<file path="config.mk">
export PLATFORM = sky130hd
export DESIGN_NAME = mux_pingpong_feed
export DESIGN_NICKNAME = d
export VERILOG_FILES = /design/src/rtl/mux_pkg.sv /design/src/rtl/mux_pp_bank.sv /design/src/rtl/mux_pingpong_feed.sv
export SDC_FILE = /design/constraint.sdc
export NUM_CORES = 1
export LEC_CHECK = 0
export ABC_CLOCK_PERIOD_IN_PS = 3450
export CAP_MARGIN = 25
export CELL_PAD_IN_SITES_DETAIL_PLACEMENT = 2
export CELL_PAD_IN_SITES_GLOBAL_PLACEMENT = 2
export CORE_ASPECT_RATIO = 2
export CORE_UTILIZATION = 28
export CTS_BUF_LIST = sky130_fd_sc_hd__clkbuf_4 sky130_fd_sc_hd__clkbuf_8
export CTS_CLUSTER_DIAMETER = 80
export DETAILED_ROUTE_END_ITERATION = 16
export MAX_ROUTING_LAYER = met4
export PLACE_DENSITY = 0.84
export SLEW_MARGIN = 25
export SYNTH_ARGS = -nofsm -noshare
export SYNTH_HDL_FRONTEND = slang
export SYNTH_SLANG_ARGS = --single-unit
</file>
<file path="constraint.sdc">
create_clock -name clk -period 3.45 [get_ports clk]
set_input_delay 0.69 -clock clk [delete_from_list [all_inputs] [get_ports clk]]
set_output_delay 0.69 -clock clk [all_outputs]
set_load 0.01 [all_outputs]
</file>
<file path="src/rtl/mux_pkg.sv">
// rtl/mux_pkg.sv - shared constants for the ping-pong feed in front of the 2:1 byte mux
package mux_pkg;
  localparam int MUX_WIDTH = 8;

  localparam logic BANK_A = 1'b0;
  localparam logic BANK_B = 1'b1;

  // Occupancy is full_a + full_b
  localparam logic [1:0] OCC_EMPTY = 2'd0;
  localparam logic [1:0] OCC_ONE   = 2'd1;
  localparam logic [1:0] OCC_FULL  = 2'd2;
endpackage

</file>
<file path="src/rtl/mux_pp_bank.sv">
// rtl/mux_pp_bank.sv - one ping-pong bank: a data register plus its full flag
module mux_pp_bank #(
  parameter int WIDTH = 8
) (
  input  logic             clk,
  input  logic             rst,
  input  logic             wr_en,
  input  logic             rd_en,
  input  logic [WIDTH-1:0] d,
  output logic [WIDTH-1:0] q,
  output logic             full
);
  logic [WIDTH-1:0] q_q;
  logic             full_q;

  // A write only targets an empty bank and a read only a full one, so the two never coincide.
  always_ff @(posedge clk) begin
    if (rst) begin
      q_q    <= '0;
      full_q <= 1'b0;
    end else if (wr_en) begin
      q_q    <= d;
      full_q <= 1'b1;
    end else if (rd_en) begin
      full_q <= 1'b0;
    end
  end

  assign q    = q_q;
  assign full = full_q;
endmodule

</file>
<file path="src/rtl/mux_pingpong_feed.sv">
// rtl/mux_pingpong_feed.sv - two-bank ping-pong feeding the 2:1 byte mux a/b/s
// Optional transfer counter xfer_cnt is built when MUX_PP_STATS_EN is defined.
module mux_pingpong_feed
  import mux_pkg::*;
#(
  parameter int WIDTH = MUX_WIDTH
) (
  input  logic             clk,
  input  logic             rst,
  input  logic             in_valid,
  output logic             in_ready,
  input  logic [WIDTH-1:0] in_data,
  output logic [WIDTH-1:0] a,
  output logic [WIDTH-1:0] b,
  output logic             s,
  output logic             out_valid,
  input  logic             out_ready
`ifdef MUX_PP_STATS_EN
  ,
  output logic [15:0]      xfer_cnt
`endif
);
  logic wr_ptr_q, wr_ptr_d;
  logic rd_ptr_q, rd_ptr_d;
  logic full_a, full_b;
  logic wr_fire, rd_fire;

  assign in_ready  = !rst && !((wr_ptr_q == BANK_B) ? full_b : full_a);
  assign out_valid = (rd_ptr_q == BANK_B) ? full_b : full_a;
  assign s         = rd_ptr_q;
  assign wr_fire   = in_valid && in_ready;
  assign rd_fire   = out_valid && out_ready;

  always_comb begin
    wr_ptr_d = wr_ptr_q ^ wr_fire;
    rd_ptr_d = rd_ptr_q ^ rd_fire;
  end

  always_ff @(posedge clk) begin
    if (rst) begin
      wr_ptr_q <= BANK_A;
      rd_ptr_q <= BANK_A;
    end else begin
      wr_ptr_q <= wr_ptr_d;
      rd_ptr_q <= rd_ptr_d;
    end
  end

  mux_pp_bank #(.WIDTH(WIDTH)) u_bank_a (
    .clk   (clk),
    .rst   (rst),
    .wr_en (wr_fire && (wr_ptr_q == BANK_A)),
    .rd_en (rd_fire && (rd_ptr_q == BANK_A)),
    .d     (in_data),
    .q     (a),
    .full  (full_a)
  );

  mux_pp_bank #(.WIDTH(WIDTH)) u_bank_b (
    .clk   (clk),
    .rst   (rst),
    .wr_en (wr_fire && (wr_ptr_q == BANK_B)),
    .rd_en (rd_fire && (rd_ptr_q == BANK_B)),
    .d     (in_data),
    .q     (b),
    .full  (full_b)
  );

`ifdef MUX_PP_STATS_EN
  logic [15:0] xfer_cnt_q, xfer_cnt_d;

  always_comb begin
    xfer_cnt_d = xfer_cnt_q + {15'd0, rd_fire};
  end

  always_ff @(posedge clk) begin
    if (rst) xfer_cnt_q <= '0;
    else     xfer_cnt_q <= xfer_cnt_d;
  end

  assign xfer_cnt = xfer_cnt_q;
`endif
endmodule

</file>
---- After elaboration in Yosys (flattened, before gate mapping) ----
Cells that the tools add are included.
word-level totals
  logic and storage cells ................. 27
  memories ................................ 0
  ROM bits ................................ 0
  latch bits .............................. 0
  input port bits ......................... 12
  output and inout bits ................... 19
  flip-flop bits (word level) ............. 20
  memory bits (writable) .................. 0
cells by class
  add/subtract/negate cells ............... 0
  div/mod/pow operators ................... 0
  mux-type cells .......................... 6
  equal/unequal tests ..................... 0
  order comparisons ....................... 0
  shift operators ......................... 0
  $mul .................................... 0
  reduce and logical (&&, ||, !) cells .... 11
  bitwise operators ....................... 4
operator list
  cell                 number
  $logic_and A1 B1 Y1  7
  $mux W1              6
  $reduce_bool A2 Y1   2
  $logic_not A1 Y1     2
  $not A1 Y1           2
  $xor A1 B1 Y1        2

---- Depth between registers and ports, before layout ----
Gate-level depths: netlist of the first run.
  depth in word-level cells ............... 6
  mapped depth ............................ 6
  gate-level depth less buffers ........... 5

---- By module ----
Synthesis of the first run repeated with hierarchy kept, for this count alone.
unflattened totals
  cell total of the unflattened synthesis .. 75
  area, all modules ....................... 800.8 um^2
modules (own cells, without submodules)
  module             times used  area an instance (um^2)  sequential area each (um^2)  cells an instance
  mux_pp_bank        2           321.6                    180.2                        30
  mux_pingpong_feed  1           157.7                    40.0                         15

---- Worst setup path before layout of the first run ----
OpenSTA, ideal clock, no wires.
  kind .................................... input port to output port
  from .................................... input port rst
  to ...................................... output port in_ready
  stages .................................. 2
  buffers on the path ..................... 1
  slack ................................... 1.737 ns
  data arrival time ....................... 1.023 ns
  required time ........................... 2.760 ns
  path through ............................ buf_2 > nor2_1
between the ends
  word-level cells in the longest chain between the ends .. 2
ends and longest elaborated chain
  item                 line                     source
  from (decl)          mux_pingpong_feed.sv:9   input logic rst,
  $logic_not A1 Y1     mux_pingpong_feed.sv:28  assign in_ready = !rst && !((wr_ptr_q == BANK_B) ? full_b : full_a);
  $logic_and A1 B1 Y1  mux_pingpong_feed.sv:28
  to (decl)            mux_pingpong_feed.sv:11  output logic in_ready,
Every way passes these cells.

---- Final worst setup path of the first run ----
Same ends and word-level chain as after synthesis.

==> impl_metrics.py, run 1 <==
metrics = {
    "clocking": {
        "htree_num_levels": 1,
        "cts_buffer_depth": 2,
        "post-cts-setup-buffer-count": 0,
        "path_clk_slew_ns": 0.07,
        "postCtsHoldBufs": 0,
        "cts_buffers": 3,
        "numClockSinks": 20,
        "clock_latency_ns": 0.25,
        "clockRootBuffer": "clkbuf_8",
        "cts_tree": "done",
        "ctsResizeCount": 0,
    },
    "logic_synthesis": {
        "yosysSeqAreaShare_pct": 50.5,
        "yosysTopAreaCell": "dfxtp_1",
        "syn_nets": 91,
        "synth_top_cells_by_count": "20 x dfxtp_1, 19 x nor2_1, 16 x mux2i_1",
        "ys_async_sr_fraction_pct": 0,
        "synth_cells": 75,
        "synth_warnings": 0,
        "synth_top_area_share_pct": 50.5,
        "synth_area_um2": 793,
        "synth_seq_cells": 20,
        "synth_ff_type": "dfxtp_1",
        "synth_cell_types": 12,
        "synth-edff-count": 0,
        "synth_area_leaders": "dfxtp_1 50%, mux2i_1 20%, nor2_1 9.0%, ha_1 6.3%, mux2_4 3.8%",
        "yosysMostFrequentCell": "dfxtp_1",
        "syn_avg_cell_area_um2": 10.6,
    },
    "detailed_routing": {
        "first_pass_iters": 2,
        "detail_route.vias_per_cell": 4.69,
        "drtIter0Drc": 4,
        "vias": 633,
        "drc": 0,
        "ant_nets": 0,
        "wl_mm": 1.96,
        "post_drt_wl_per_cell_um": 14.5,
    },
    "critical_path": {
        "startpoint_type": "input port",
        "worstPathMaxFanout": 22,
        "end_kind": "primary output",
        "crit_type": "input port to primary output",
        "r2r_start": "wr_ptr_q$_SDFF_PP0_",
        "crit_path_start": "rst",
        "crit_arrival_ns": 1.96,
        "cp.required_ns": 2.76,
    },
    "timing": {
        "fin_skew_ns": 0.00479,
        "hold_viol": 0,
        "worst-slew-pin-transition_ns": 0.558,
        "maxSlewHeadroom_pct": 62.8,
        "holdWs_ns": 0.501,
        "fin_ws_ns": 0.801,
        "final_max_slew_viol_count": 0,
        "final.setup.tns_ns": 0,
        "rsz0062_at_grt": "no",
        "setup_viol": 0,
        "fin_crit_sh_pct": 76.8,
        "fmax_mhz": 377,
        "finalCriticalPeriod_ns": 2.65,
    },
    "floorplanning": {
        "rows": 27,
        "die_w_um": 39.6,
        "die-area_mm2": 0.00306,
        "core_area_mm2": 0.00270,
        "start_util_pct": 29.4,
        "die_y_um": 77.3,
        "io-pin-count": 31,
    },
    "layout": {
        "final_area_mm2": 0.00117,
        "nets": 123,
        "final_cells": 135,
        "drive_gt1_share_pct": 7.55,
        "nFillCells": 314,
        "postLayoutCoreUtil_pct": 43.2,
        "areaGrowthSynthToFinish_pct": 47.2,
        "antenna_cells": 0,
    },
    "run_status": {
        "status": "completed",
    },
    "run": {
        "cap_violations": 0,
    },
    "global_routing": {
        "grt_max_degree": 23,
        "grt_pass1_wl_mm": 3.27,
        "grt_pass1_vias": 697,
        "antenna_found_initial": 0,
        "grt_overflow": 0,
        "grtUsageTotal_pct": 15.6,
    },
    "pwr": {
        "seqPwrFrac_pct": 49.6,
        "power.density_mw_per_mm2": 430,
        "ir_drop_mv": 0.235,
        "switching_power_uw": 113,
        "power_leakage_nw": 0.440,
        "p_total_uw": 502,
        "comb_power_share_pct": 15.5,
        "p_int_uw": 388,
        "swShare_pct": 22.6,
        "clockPowerShare_pct": 34.9,
    },
    "placement": {
        "dpl.hpwl_mm": 1.40,
        "dpl-instance-area_mm2": 0.00111,
        "place_ws_ns": 0.800,
        "io_buffers": 30,
        "post-place-cells": 131,
        "gp_routability_congestion": 0.622,
    },
    "min_path": {
        "hp-class": "register to register",
        "hp-start": "u_bank_b.q[1]$_SDFFE_PP0P_",
    },
}
==> metal layers <==
layer	track usage (%)	wire length (um)
met2	25.4	1070
met3	2.60	88
met4	6.21	27
met5	-	0
met1	18.0	772
==> worst max-delay path, stage by stage <==
cell	delay, ns
clkdlybuf4s50_1	0.40
buf_4	0.21
nor2_1	0.12
clkdlybuf4s50_1	0.53
==> cells in the final DEF, fill, tap and decap left out <==
cell type,instances
clkdlybuf4s50_1,30
dfxtp_1,20
nor2_1,19
mux2i_1,16
inv_1,4
ha_1,4
clkbuf_8,4
mux2_4,2
nand2b_1,2
a21oi_1,2
nor3b_2,1
and2_1,1
buf_4,1
==> power by group through the flow <==
stage	Clock, mW	Combinational (mW)	Sequential (mW)
6_report	0.175	0.0777	0.249
4_1_cts	0.182	0.0791	0.249
3_3_place_gp	0	0.0745	0.254
3_5_place_dp	0	0.0778	0.254
5_1_grt	0.192	0.0851	0.251
2_1_floorplan	0	0.0342	0.257
==> sequential cells by signal (all words and copies together) (netlist names) <==
signal and cells:
u_bank_a.full 1, s 1, u_bank_b.full 1, u_bank_a.q 8
u_bank_b.q 8, wr_ptr_q 1
==> cell type report <==
class | instances | area, um^2 | area share [%]
repair buffers | 31 | 308 | 26.4
clock buffers | 4 | 55.1 | 4.72
flip-flops and latches | 20 | 400 | 34.3
inverters | 4 | 15.0 | 1.29
well taps | 29 | 36.3 | 3.11
multi-input cells | 47 | 353 | 30.2
==> final timing paths <==
kind	end	slack, ns	cells after the start
setup / recovery	in_ready	0.80	4
hold / removal	u_bank_b.q[1]$_SDFFE_PP0P_	0.50	2
setup reg to reg	u_bank_a.q[5]$_SDFFE_PP0P_	1.50	5
hold reg to reg	u_bank_b.q[1]$_SDFFE_PP0P_	0.50	2
==> cells by family (layout without fill, tap and decap cells) <==
logic type	count (synthesis)	count (layout)	share of synthesized area (%)
buf+inv	8	39	5.05
flops	20	20	50.5
fa+ha+maj	4	4	6.31
compound gates	2	2	1.26
simple gates	23	23	12.9
mux	18	18	24.0
Note: power is estimated with default switching activity, not from simulation.
==> inputs of run 2 (changes only) <==
Settings changed: ABC_CLOCK_PERIOD_IN_PS 3450 to 2400, CORE_UTILIZATION 28 to 23, PLACE_DENSITY 0.84 to 0.74.
Clock period 3.45 ns to 2.4 ns, I/O delays scaled along.
==> run 2 against run 1 <==
The flow now finishes with violations (design-rule violations). Die area is 21% higher. Cell count grew 4.4%. Sequential power up 44%. Final area grew 2.8%. Critical path depth is 1 lower. Total power increased by 46%. Sequential cell count did not move. Register-to-register slack got worse by 0.88 ns. Critical path type is now register to primary output. Largest power group unchanged.
==> impl_metrics.py, run 2 (same netlist as run 1, synthesis figures left out) <==
metrics = {
    "pwr": {
        "comb_power_share_pct": 16.0,
        "swShare_pct": 23.2,
        "power.density_mw_per_mm2": 610,
        "p_int_uw": 562,
        "power_leakage_nw": 0.461,
        "clockPowerShare_pct": 35.2,
        "seqPwrFrac_pct": 48.8,
        "switching_power_uw": 170,
        "ir_drop_mv": 0.317,
    },
    "layout": {
        "final_cell_mix": "30 x clkdlybuf4s50_1, 20 x dfxtp_1, 19 x nor2_1, 16 x mux2i_1, 5 x buf_4",
        "drive_gt1_share_pct": 10.9,
        "final_common_cell": "clkdlybuf4s50_1",
        "seqCellArea_um2": 400,
        "postLayoutCoreUtil_pct": 37.2,
        "nets": 127,
        "final_cells": 141,
        "antenna_cells": 0,
        "multi_input_area_um2": 353,
        "nFillCells": 351,
        "areaGrowthSynthToFinish_pct": 51.3,
    },
    "placement": {
        "gp_routability_congestion": 0.636,
        "io_buffers": 30,
        "post-place-cells": 137,
        "dpl.hpwl_mm": 1.61,
    },
    "floorplanning": {
        "die_y_um": 85.1,
        "core_area_mm2": 0.00323,
        "rows": 29,
        "start_util_pct": 24.6,
        "die-area_mm2": 0.00370,
        "io-pin-count": 31,
        "die_w_um": 43.5,
    },
    "global_routing": {
        "grt_overflow": 0,
        "grt_pass1_wl_mm": 3.53,
        "grt_max_degree": 21,
        "antenna_found_initial": 0,
        "grt_pass1_vias": 759,
        "grtUsageTotal_pct": 13.1,
    },
    "clocking": {
        "path_clk_slew_ns": 0.07,
        "ctsResizeCount": 0,
        "cts_buffer_depth": 2,
        "clock_latency_ns": 0.26,
        "cts_tree": "done",
        "clockRootBuffer": "clkbuf_8",
        "htree_num_levels": 1,
        "cts_buffers": 3,
        "postCtsHoldBufs": 0,
        "numClockSinks": 20,
        "post-cts-setup-buffer-count": 0,
    },
    "critical_path": {
        "r2r_start": "wr_ptr_q$_SDFF_PP0_",
        "crit_type": "register to primary output",
        "worstPathMaxFanout": 3,
        "crit_arrival_ns": 1.60,
        "worst-path-buf-inv": 1,
        "r2r_end": "u_bank_b.q[4]$_SDFFE_PP0P_",
        "end_kind": "primary output",
        "crit_path_max_incr_delay_ns": 0.53,
        "cp.required_ns": 1.92,
        "r2r_setup_slack_ns": 0.62,
        "startpoint_type": "register",
        "crit_chain": "mux2_4, nor2_1, clkdlybuf4s50_1",
        "critPathSlowestCell": "clkdlybuf4s50_1",
        "crit_family": "buffers and inverters",
        "rr_worst_depth": 6,
    },
    "detailed_routing": {
        "ant_nets": 0,
        "post_drt_wl_per_cell_um": 14.6,
        "drc": 4,
        "detail_route.vias_per_cell": 4.61,
        "vias": 650,
        "drtIter0Drc": 5,
        "first_pass_iters": 9,
        "wl_mm": 2.05,
    },
    "timing": {
        "maxSlewHeadroom_pct": 83.8,
        "final.setup.tns_ns": 0,
        "final_max_slew_viol_count": 0,
        "holdWs_ns": 0.494,
        "fmax_mhz": 481,
        "fin_skew_ns": 0.00299,
        "setup_viol": 0,
        "hold_viol": 0,
        "rsz0062_at_grt": "no",
        "fin_crit_sh_pct": 86.5,
        "worst-slew-pin-transition_ns": 0.241,
        "finalCriticalPeriod_ns": 2.08,
    },
    "min_path": {
        "hp-class": "register to register",
        "min_delay_worst_endpoint": "u_bank_a.full$_SDFFE_PP0P_",
        "hp-start": "u_bank_a.full$_SDFFE_PP0P_",
        "hold_path_depth": 2,
    },
    "run": {
        "cap_violations": 0,
    },
    "run_status": {
        "status": "complete, but fails checks",
        "violations": "design-rule violations",
    },
}
## run 2: cell types whose count changed in the layout (fill, tap and decap cells not counted), sizes merged
cell and delta:
buf +4
## run 2: area by class of cell
cell class	instances	share of cell area, %
multi-input combinational	47	29.4
inverter	4	1.25
sequential	20	33.4
timing repair buffer	35	28.2
tap	31	3.23
clock buffer	4	4.59
## run 2: tightest hold or removal path, stage by stage, from the launching register on
cell,delay [ns]
dfxtp_1,0.33
nand2b_1,0.07
a21oi_1,0.06
## run 2: worst max-delay path by stage
stage                   startpoint                          to  slack (ns)  depth (start not counted)
2_1_floorplan  wr_ptr_q$_SDFF_PP0_  u_bank_a.q[0]$_SDFFE_PP0P_        0.89                          6
3_3_place_gp                   rst                    in_ready        0.35                          3
3_5_place_dp                   rst                    in_ready        0.33                          3
4_1_cts        wr_ptr_q$_SDFF_PP0_                    in_ready        0.31                          3
5_1_grt        wr_ptr_q$_SDFF_PP0_                    in_ready        0.29                          3
6_report       wr_ptr_q$_SDFF_PP0_                    in_ready        0.32                          3
## run 2: routing by layer
| layer | track usage (%) | up-vias | part of all wire [%] |
|---|---|---|---|
| met5 | - | - | 0 |
| met4 | 5.97 | 0 | 2.1 |
| met3 | 1.91 | 4 | 3.3 |
| met2 | 23.0 | 18 | 58 |
| met1 | 13.9 | 317 | 36 |
| li1 | - | 311 | - |
## run 2: per-stage QoR
step | area, um^2 | setup slack (ns) | total power, mW
2_1_floorplan | 793 | 0.890 | 0.418
3_3_place_gp | 1140 | 0.348 | 0.478
3_5_place_dp | 1140 | 0.331 | 0.484
4_1_cts | 1200 | 0.312 | 0.748
5_1_grt | 1200 | 0.290 | 0.772
6_report | 1200 | 0.323 | 0.732
## run 2: power groups by stage
stage                     clock [mW]  sequential (mW)  combinational (mW)
after floorplan                    0            0.369              0.0491
after global placement             0            0.364               0.113
after detailed placement           0            0.366               0.118
after CTS                      0.270            0.358               0.120
after global routing           0.285            0.360               0.127
final                          0.258            0.358               0.117
